### src/rtl/alu_input_sequencer_if.sv
// Bundles the switch/button inputs and register-stage control outputs of the ALU input sequencer.
// Pure wiring: no storage and no added latency.
// There is no backpressure; the consumer must take every strobe in the cycle it is asserted.
//
// Ports (signals):
//   switches   [M-1:0]  raw operand/opcode value from the board switches
//   enter, undo         raw push buttons
//   data_out   [M-1:0]  value captured on the last accepted enter
//   load_A/B/Op         one-cycle strobes that qualify data_out
//   updateRes           level, high while the result is shown
//   state_leds [3:0]    one-hot sequencer state
// Modports:
//   master  drives the buttons and switches (board side)
//   slave   is the sequencer itself
interface alu_input_sequencer_if #(
  parameter int M = 16
);
  logic [M-1:0] switches;
  logic         enter;
  logic         undo;
  logic [M-1:0] data_out;
  logic         load_A;
  logic         load_B;
  logic         load_Op;
  logic         updateRes;
  logic [3:0]   state_leds;

  modport master (
    output switches, enter, undo,
    input  data_out, load_A, load_B, load_Op, updateRes, state_leds
  );

  modport slave (
    input  switches, enter, undo,
    output data_out, load_A, load_B, load_Op, updateRes, state_leds
  );
endinterface

### src/rtl/alu_input_sequencer.sv
// Turns the switches and the raw enter/undo buttons into the load strobes, data word and result level used by the register stage.
// Latency: enter first sampled high at edge 0 produces its strobe in the cycle after edge DEBOUNCE_CYCLES+3.
// There is no backpressure; each strobe lasts one cycle, and data_out holds its value until the next accepted enter.
//
// Ports:
//   Clk    system clock, rising edge
//   reset  synchronous active-low reset
//   seq    alu_input_sequencer_if.slave: switches/enter/undo in; data_out, load_A/B/Op, updateRes, state_leds out
module alu_input_sequencer #(
  parameter int M               = 16,
  parameter int DEBOUNCE_CYCLES = 4
) (
  input  logic                 Clk,
  input  logic                 reset,
  alu_input_sequencer_if.slave seq
);

  localparam int               CNT_W    = $clog2(DEBOUNCE_CYCLES);
  localparam logic [CNT_W-1:0] CNT_LAST = CNT_W'(DEBOUNCE_CYCLES - 1);

  // The state encoding is one-hot, so it drives state_leds directly.
  typedef enum logic [3:0] {
    WAIT_A   = 4'b0001,
    WAIT_B   = 4'b0010,
    WAIT_OP  = 4'b0100,
    SHOW_RES = 4'b1000
  } state_t;

  state_t state_q, state_d;

  // Index 0 holds enter and index 1 holds undo, so both buttons pass through the same conditioning.
  logic [1:0]       sync1, sync2;
  logic [1:0]       db, db_q;
  logic [1:0]       press;
  logic [CNT_W-1:0] cnt [2];

  logic [2:0]       load_q, load_d;   // {load_Op, load_B, load_A}
  logic             capture;
  logic [M-1:0]     data_q;

  logic             enter_p, undo_p;

  always_ff @(posedge Clk) begin
    if (!reset) begin
      sync1 <= '0;
      sync2 <= '0;
      db    <= '0;
      db_q  <= '0;
      press <= '0;
      for (int i = 0; i < 2; i++) cnt[i] <= '0;
    end else begin
      sync1 <= {seq.undo, seq.enter};
      sync2 <= sync1;
      db_q  <= db;
      // The press is registered so that the FSM sees it one edge after db_q settles.
      // This makes the latency exactly DEBOUNCE_CYCLES+3.
      press <= db & ~db_q;
      for (int i = 0; i < 2; i++) begin
        if (sync2[i] == db[i]) begin
          cnt[i] <= '0;
        end else if (cnt[i] == CNT_LAST) begin
          db[i]  <= ~db[i];
          cnt[i] <= '0;
        end else begin
          cnt[i] <= cnt[i] + CNT_W'(1);
        end
      end
    end
  end

  assign enter_p = press[0];
  assign undo_p  = press[1];

  always_ff @(posedge Clk) begin
    if (!reset) begin
      state_q <= WAIT_A;
      load_q  <= '0;
      data_q  <= '0;
    end else begin
      state_q <= state_d;
      load_q  <= load_d;
      if (capture) data_q <= seq.switches;
    end
  end

  // When undo and enter are pressed together, undo takes priority and the enter is dropped.
  always_comb begin
    state_d = state_q;
    load_d  = '0;
    capture = 1'b0;
    if (undo_p) begin
      case (state_q)
        WAIT_B:   state_d = WAIT_A;
        WAIT_OP:  state_d = WAIT_B;
        SHOW_RES: state_d = WAIT_OP;
        default:  state_d = WAIT_A;
      endcase
    end else if (enter_p) begin
      case (state_q)
        WAIT_A: begin
          state_d = WAIT_B;
          load_d  = 3'b001;
          capture = 1'b1;
        end
        WAIT_B: begin
          state_d = WAIT_OP;
          load_d  = 3'b010;
          capture = 1'b1;
        end
        WAIT_OP: begin
          state_d = SHOW_RES;
          load_d  = 3'b100;
          capture = 1'b1;
        end
        default: state_d = WAIT_A;
      endcase
    end
  end

  assign seq.data_out   = data_q;
  assign seq.load_A     = load_q[0];
  assign seq.load_B     = load_q[1];
  assign seq.load_Op    = load_q[2];
  assign seq.updateRes  = (state_q == SHOW_RES);
  assign seq.state_leds = state_q;

endmodule

### src/flat_wrapper.sv
// flat-port wrapper written by rule: the top's interface ports become plain ports
module alu_input_sequencer_flat 
#(
  parameter int M               = 16,
  parameter int DEBOUNCE_CYCLES = 4
)
  (Clk, reset, seq_switches, seq_enter, seq_undo, seq_data_out, seq_load_A, seq_load_B, seq_load_Op, seq_updateRes, seq_state_leds);
  alu_input_sequencer_if #(.M(M)) seq_i ();
  input  logic Clk;
  input  logic reset;
  input wire logic [$bits(seq_i.switches)-1:0] seq_switches;
  input wire logic [$bits(seq_i.enter)-1:0] seq_enter;
  input wire logic [$bits(seq_i.undo)-1:0] seq_undo;
  output wire logic [$bits(seq_i.data_out)-1:0] seq_data_out;
  output wire logic [$bits(seq_i.load_A)-1:0] seq_load_A;
  output wire logic [$bits(seq_i.load_B)-1:0] seq_load_B;
  output wire logic [$bits(seq_i.load_Op)-1:0] seq_load_Op;
  output wire logic [$bits(seq_i.updateRes)-1:0] seq_updateRes;
  output wire logic [$bits(seq_i.state_leds)-1:0] seq_state_leds;
  assign seq_i.switches = seq_switches;
  assign seq_i.enter = seq_enter;
  assign seq_i.undo = seq_undo;
  assign seq_data_out = seq_i.data_out;
  assign seq_load_A = seq_i.load_A;
  assign seq_load_B = seq_i.load_B;
  assign seq_load_Op = seq_i.load_Op;
  assign seq_updateRes = seq_i.updateRes;
  assign seq_state_leds = seq_i.state_leds;
  alu_input_sequencer #(.M(M), .DEBOUNCE_CYCLES(DEBOUNCE_CYCLES)) u_core (.Clk(Clk), .reset(reset), .seq(seq_i));
endmodule
### config.mk
export PLATFORM = sky130hd
export DESIGN_NAME = alu_input_sequencer_flat
export DESIGN_NICKNAME = d
export VERILOG_FILES = /design/src/rtl/alu_input_sequencer_if.sv /design/src/rtl/alu_input_sequencer.sv /design/src/flat_wrapper.sv
export SDC_FILE = /design/constraint.sdc
export NUM_CORES = 1
export LEC_CHECK = 0
export CAP_MARGIN = 0
export CORE_MARGIN = 2
export CORE_UTILIZATION = 45
export DETAILED_ROUTE_END_ITERATION = 8
export PLACE_DENSITY_LB_ADDON = 0.3
export SLEW_MARGIN = 10
export SYNTH_ARGS = -nofsm -noshare
export SYNTH_HDL_FRONTEND = slang
export SYNTH_SLANG_ARGS = --single-unit
### constraint.sdc
create_clock -name Clk -period 1.45 [get_ports Clk]
set_input_delay 0.29 -clock Clk [delete_from_list [all_inputs] [get_ports Clk]]
set_output_delay 0.29 -clock Clk [all_outputs]
set_load 0.005 [all_outputs]
==> Word-level counts from Yosys, hierarchy flattened <==
Memory sizes are Yosys's and may differ from the RTL's.
Cells that the tools add are included.
{ "totals": {"in_bits": 20, "mem_bits_rw": 4, "register_bits": 33, "output_inout_bits": 24, "wordCells": 76, "memories": 1} }
{ "mem_list": {"columns": ["memory", "depth", "width", "rd", "rd_clocked_by_memory_dff", "wr", "line", "source"], "rows": [
  ["u_core.cnt", 2, 2, 2, 0, 2, "alu_input_sequencer.sv:35", "logic [CNT_W-1:0] cnt [2];"]
]} }
{ "op_classes": {"n_addsub": 2, "eq_ne": 8, "reduce_logical": 5, "n_mux": 37, "n_bitwise": 14} }
{ "ops": {"columns": ["op", "count"], "rows": [
  ["1-bit 2-to-1 mux", 26],
  ["2-bit 2-to-1 mux", 6],
  ["4-bit one-hot mux with 3 select lines", 1],
  ["3-bit one-hot mux with 3 select lines", 1],
  ["4-bit 2-to-1 mux", 2],
  ["1-bit inverter", 6],
  ["1-bit bitwise OR", 6],
  ["3-bit one-hot mux with 2 select lines", 1],
  ["3-bit OR reduction", 2],
  ["2-bit by 1-bit adder with 2-bit output (second input constant)", 2],
  ["2-bit == test (second input constant)", 2],
  ["4-bit by 1-bit == test with 1-bit output (second input constant)", 1],
  ["4-bit by 2-bit == test with 1-bit output (second input constant)", 1],
  ["4-bit by 3-bit == test with 1-bit output (second input constant)", 1],
  ["4-bit == test (second input constant)", 1],
  ["2-bit AND reduction", 2],
  ["2-bit bitwise AND", 1],
  ["1-bit == test", 2],
  ["2-bit inverter", 1],
  ["2-bit nonzero test", 1]
]} }

==> Depth between registers and ports, before layout <==
An unclocked memory read counts as a cell.
{ "logic_depth": {"ltp_word": 8, "depth_mapped": 6, "depth_no_buf": 4} }

==> Worst setup path after synthesis <==
Ideal clock, no wire load.
{ "synth_timing": {"kind": "reg-to-reg", "start": "register u_core.state_q[3] (netlist: u_core.seq.state_leds[3])", "end": "register u_core.data_q[0] (netlist: u_core.seq.data_out[0])", "path_buffers": 2, "path_slack_ns": 0.167, "stages_incl_launch_ff": 7, "arrival_ns": 1.168, "required_time_ns": 1.335, "synth_period_minus_slack_ns": 1.283, "setup_ns": 0.115, "path_cell_list": "dfxtp_1 -> buf_4 -> nor4b_4 -> a22oi_4 -> buf_6 -> nand3_1 -> o21ai_2"} }
{ "synth_via": {"elab_chain_cells": 5, "word_cells_on_any_way": 7, "classes_between": "eq/ne (3); mux (3); reduce/logical (1)"} }
{ "synth_rtl": {"columns": ["item", "line", "source"], "rows": [
  ["from (decl)", "alu_input_sequencer.sv:29", "state_t state_q, state_d;"],
  ["from (signal assigned)", "alu_input_sequencer.sv:80", "state_q <= state_d;"],
  ["4-bit by 1-bit == test with 1-bit output (tied with other cells)", "alu_input_sequencer.sv:99", "case (state_q)"],
  ["3-bit OR reduction (no source line) (*)", null, null],
  ["1-bit 2-to-1 mux (*)", "alu_input_sequencer.sv:99", null],
  ["1-bit 2-to-1 mux (*)", "alu_input_sequencer.sv:98", "end else if (enter_p) begin"],
  ["1-bit 2-to-1 mux (*)", "alu_input_sequencer.sv:91", "if (undo_p) begin"],
  ["to (signal assigned)", "alu_input_sequencer.sv:82", "if (capture) data_q <= seq.switches;"],
  ["to (decl)", "alu_input_sequencer.sv:39", "logic [M-1:0] data_q;"]
]} }
Every way passes the cells marked *; elsewhere a longest branch is shown, timed or not.
A chain may end at the register's enable or synchronous reset.

==> Worst setup path in the final report <==
{ "layout_timing": {"start": "register u_core.state_q[3] (netlist: u_core.seq.state_leds[3])", "end": "register u_core.data_q[5] (netlist: u_core.seq.data_out[5])"} }
Same word-level chain as after synthesis.

==> key figures <==
Clock network
  – H-tree lvl count: 2
  – Clock root buffer master: sky130_fd_sc_hd__clkbuf_4
  – Maximum root-to-sink buffer count: 2
  – Clock insertion delay at the later pin of the skew report: 0.34 ns
  – TritonCTS Sinks: 37
  – TritonCTS buffer count: 5
  – Clock transition at the registers of the reported paths: between 0.1 and 0.15 ns
  – TritonCTS clock tree: built

Yosys
  – Most area-consuming cells after synthesis: sky130_fd_sc_hd__dfxtp_1 (41%), sky130_fd_sc_hd__o21ai_2 (8.7%), sky130_fd_sc_hd__edfxtp_1 (7.5%)
  – Library cells used by synthesis: 30
  – Register bit count reported by yosys: 37
  – Simple-Gate Fraction of Synth Area: 27.2%
  – Cell type with the highest aggregate area in the netlist: sky130_fd_sc_hd__dfxtp_1
  – Warning count from the yosys run: 0
  – Main combinational cell family by area after synthesis: simple AND/OR/NAND/NOR gates
  – XOR/XNOR Fraction of Synth Area: around 1.6%
  – Top cell type's share of synthesized area: 41.2%
  – Fraction of the mapped netlist area in compound gates: ~13%
  – Mux share of post-synthesis cell area: about 2.5%
  – Cells after synthesis: about 150
  – Sequential area share after synthesis: approximately half
  – Cell area after technology mapping: 1600 um2
  – Average instance area after synthesis: approximately 11 um2
  – Area share of fa/ha/maj cells after synthesis: between 1.5 and 2%

Power
  – Static power due to leakage: between 1 and 1.5 nW
  – Switching Share: 23.0%
  – Net load switching power: ~410 uW
  – Pwr dens: 726 nW/um2
  – Internal power of the cells: ~1.4 mW
  – Clk pwr share: between 30% and 40%
  – Proportion of power drawn by flip-flops and latches: 59.1%
  – Total power consumption of the routed design: 1.78 mW
  – Peak supply drop: between 0.0004 and 0.0005 V
  – Share of total power in combinational logic: 8.4%

Placed design
  – Count of buffers from port buffering: 43
  – Gp weighted congestion: between 0.7 and 0.8
  – Half-perimeter wire length after placement: 2.21 mm

Route
  – Detailed-route wire length: between 3 and 4 mm
  – Number of DRC violations after detailed-routing iteration 0: 40
  – Number of DRC violations after detailed routing: 0
  – Average wire per standard cell: ~14 um
  – Iteration count of the initial detailed-routing pass: 4
  – Number of nets still failing antenna checks after routing: 0
  – Via/cell ratio: ~5
  – Number of vias in the routed layout: around 1.3k

Timing
  – Final period utilization: 98.7%
  – Setup Viol. Count Final: 0
  – Slew Limit Fails: 0
  – Achievable frequency: roughly 0.7 GHz
  – Setup skew after layout: ~0.0051 ns
  – Final hold viol count: 0
  – Unrepaired setup endpoints after global routing: true
  – Final hold slack: a little under 0.4 ns
  – Post-route minimum period: approximately 1.4 ns

Run
  – Number of maximum-capacitance violations: 0

Worst setup path
  – Category of the critical setup timing path: flip-flop to flip-flop
  – Required @ worst endpoint: ~1.7 ns
  – Reg-to-reg slack, setup: 0.02 ns
  – Crit path launch type: flip-flop
  – Data arrival, critical path: about 1.7 ns
  – Endpoint kind of the worst setup timing path: flip-flop
  – R2r startpoint: u_core.seq.state_leds[3]
  – Count of cells along the worst register-to-register path: 7
  – Maximum fanout along the worst path: 8
  – Worst flop-to-flop path endpoint: u_core.seq.data_out[5]

GRT
  – Antenna violations before repair: 0
  – Via count of the first global-routing pass: 1,246
  – Total gr overflow: 0
  – Largest net degree at the start of global routing: 33
  – GRT Total Usage: 17.2%
  – Global-route wire length before repair: between 5 and 6 mm

Die
  – Die Outline Area: between 4000 and 5000 um2
  – Die width: around 64 um
  – Placeable core region: about 3400 um2
  – Initial core utilization: between 40% and 50%
  – Row Count: 21
  – Height of the die: ~64 um
  – Top-level port count: 44

Layout
  – Most frequent cells in the layout: sky130_fd_sc_hd__nand2_1 (20), sky130_fd_sc_hd__dlygate4sd2_1 (20), sky130_fd_sc_hd__clkdlybuf4s50_1 (19)
  – Share of final-layout standard cells stronger than drive strength 1: 40.0%
  – Synthesis-to-layout area growth: 52.9%
  – Number of nets in the final layout: 236
  – Antenna fix cells: 0

Outcome
  – Result of the run: finished, final reports clean

Hold path
  – Cells on Worst Hold Path: 1
  – Worst hold start: u_core.db_q[1]
  – Worst min-delay path class: flip-flop to flip-flop
  – Sink of the worst hold path: u_core.press[1]
## worst max path at each step
stage | slack (ns) | cells past startpoint | startpoint | endpoint
floorplan | 0.17 | 6 | u_core.seq.state_leds[3] | u_core.seq.data_out[0]
global placement | 0.05 | 3 | reset | u_core.cnt[0][0]
detailed placement | -0.08 | 3 | reset | u_core.cnt[1][0]
CTS | -0.05 | 1 | u_core.seq.data_out[13] | seq_data_out[13]
global route | -0.04 | 7 | u_core.seq.state_leds[3] | u_core.seq.data_out[8]
finish | 0.02 | 7 | u_core.seq.state_leds[3] | u_core.seq.data_out[5]
## power by group through the flow
stage                     clock, mW  sequential [mW]  combinational [mW]
after floorplan                   0             1.08              0.0588
after global placement            0             1.08               0.135
after detailed placement          0             1.08               0.139
after CTS                     0.587             1.05               0.139
after global routing          0.633             1.06               0.162
final                         0.579             1.05               0.149
## per-stage QoR
stage	cells	setup WS (ns)	cell area, um2	util [%]	TNS, ns
after floorplan	154	0.167	1620	-	0
after global placement	244	0.0474	2170	63.9	0
after detailed placement	244	-0.0777	2170	63.9	-0.0940
after CTS	257	-0.0490	2270	67.1	-0.255
after global routing	261	-0.0429	2450	72.4	-0.402
final	261	0.0189	2450	72.4	0
## registers in the layout (all words and copies together) (netlist names), 3 cells and up
register / cells
u_core.cnt: 4
u_core.seq.state_leds: 4
u_core.load_q: 3
u_core.seq.data_out: 16
## metal layers
layer	vias up	GRT usage, %	part of all wire, %
li1	651	-	-
met1	614	16.9	38
met2	31	31.8	55
met3	7	6.25	4.4
met4	0	7.88	1.6
met5	-	0	0
## kinds of logic (layout without fill, tap and decap cells)
kind of cell / after synthesis / count (layout)
AND/OR/NAND/NOR: 67 / 67
adder cells (fa/ha/maj): 2 / 2
AO/OA/AOI/OAI: 24 / 24
flip-flops: 37 / 37
buffers and inverters: 13 / 74
multiplexers: 4 / 4
other: 1 / 4
XOR/XNOR: 3 / 3
## worst max-delay path: stages (launching register included)
cell                        delay, ns
sky130_fd_sc_hd__dfxtp_2         0.34
sky130_fd_sc_hd__buf_6           0.11
sky130_fd_sc_hd__buf_6           0.11
sky130_fd_sc_hd__nor4b_4         0.30
sky130_fd_sc_hd__a22oi_4         0.14
sky130_fd_sc_hd__clkbuf_16       0.21
sky130_fd_sc_hd__nand3_2         0.08
sky130_fd_sc_hd__o21ai_2         0.05
## synth_stat cells
master,n
sky130_fd_sc_hd__o31ai_1,1
sky130_fd_sc_hd__inv_1,1
sky130_fd_sc_hd__and2_1,8
sky130_fd_sc_hd__nor2b_1,4
sky130_fd_sc_hd__o21ai_0,2
sky130_fd_sc_hd__ha_1,2
sky130_fd_sc_hd__edfxtp_1,4
sky130_fd_sc_hd__nor4b_1,2
sky130_fd_sc_hd__and3_1,4
sky130_fd_sc_hd__a22oi_4,1
sky130_fd_sc_hd__buf_4,1
sky130_fd_sc_hd__clkbuf_1,2
sky130_fd_sc_hd__a31oi_1,3
sky130_fd_sc_hd__nor2_1,5
sky130_fd_sc_hd__nor3b_4,2
sky130_fd_sc_hd__buf_2,5
sky130_fd_sc_hd__conb_1,1
sky130_fd_sc_hd__dfxtp_1,33
sky130_fd_sc_hd__xnor2_1,2
sky130_fd_sc_hd__and3b_1,1
sky130_fd_sc_hd__buf_6,4
sky130_fd_sc_hd__o21ai_2,16
sky130_fd_sc_hd__nand3_1,9
sky130_fd_sc_hd__nand3_2,8
sky130_fd_sc_hd__a21oi_1,1
sky130_fd_sc_hd__xor2_1,1
sky130_fd_sc_hd__nor4b_4,1
sky130_fd_sc_hd__nor4bb_1,3
sky130_fd_sc_hd__mux2i_1,4
sky130_fd_sc_hd__nand2_1,20
## final cells by class
class | count | area [um2]
well taps | 46 | 57.6
fillers | 246 | 937
repair buffers | 65 | 677
inverters | 1 | 3.75
flip-flops and latches | 37 | 807
clock buffers | 8 | 58.8
multi-input cells | 104 | 848
## timing repair
action / 4_1_cts / 5_1_grt
cloned: 0 / 3
hold buffers: 0 / 0
endpoints found under the hold margin: 0 / 0
resized for setup: 44 / 24
setup endpoints to repair: 22 / 21
pin swaps: 2 / 18
buffers inserted: 5 / 3
No activity file was read; power rests on OpenSTA's default activity.
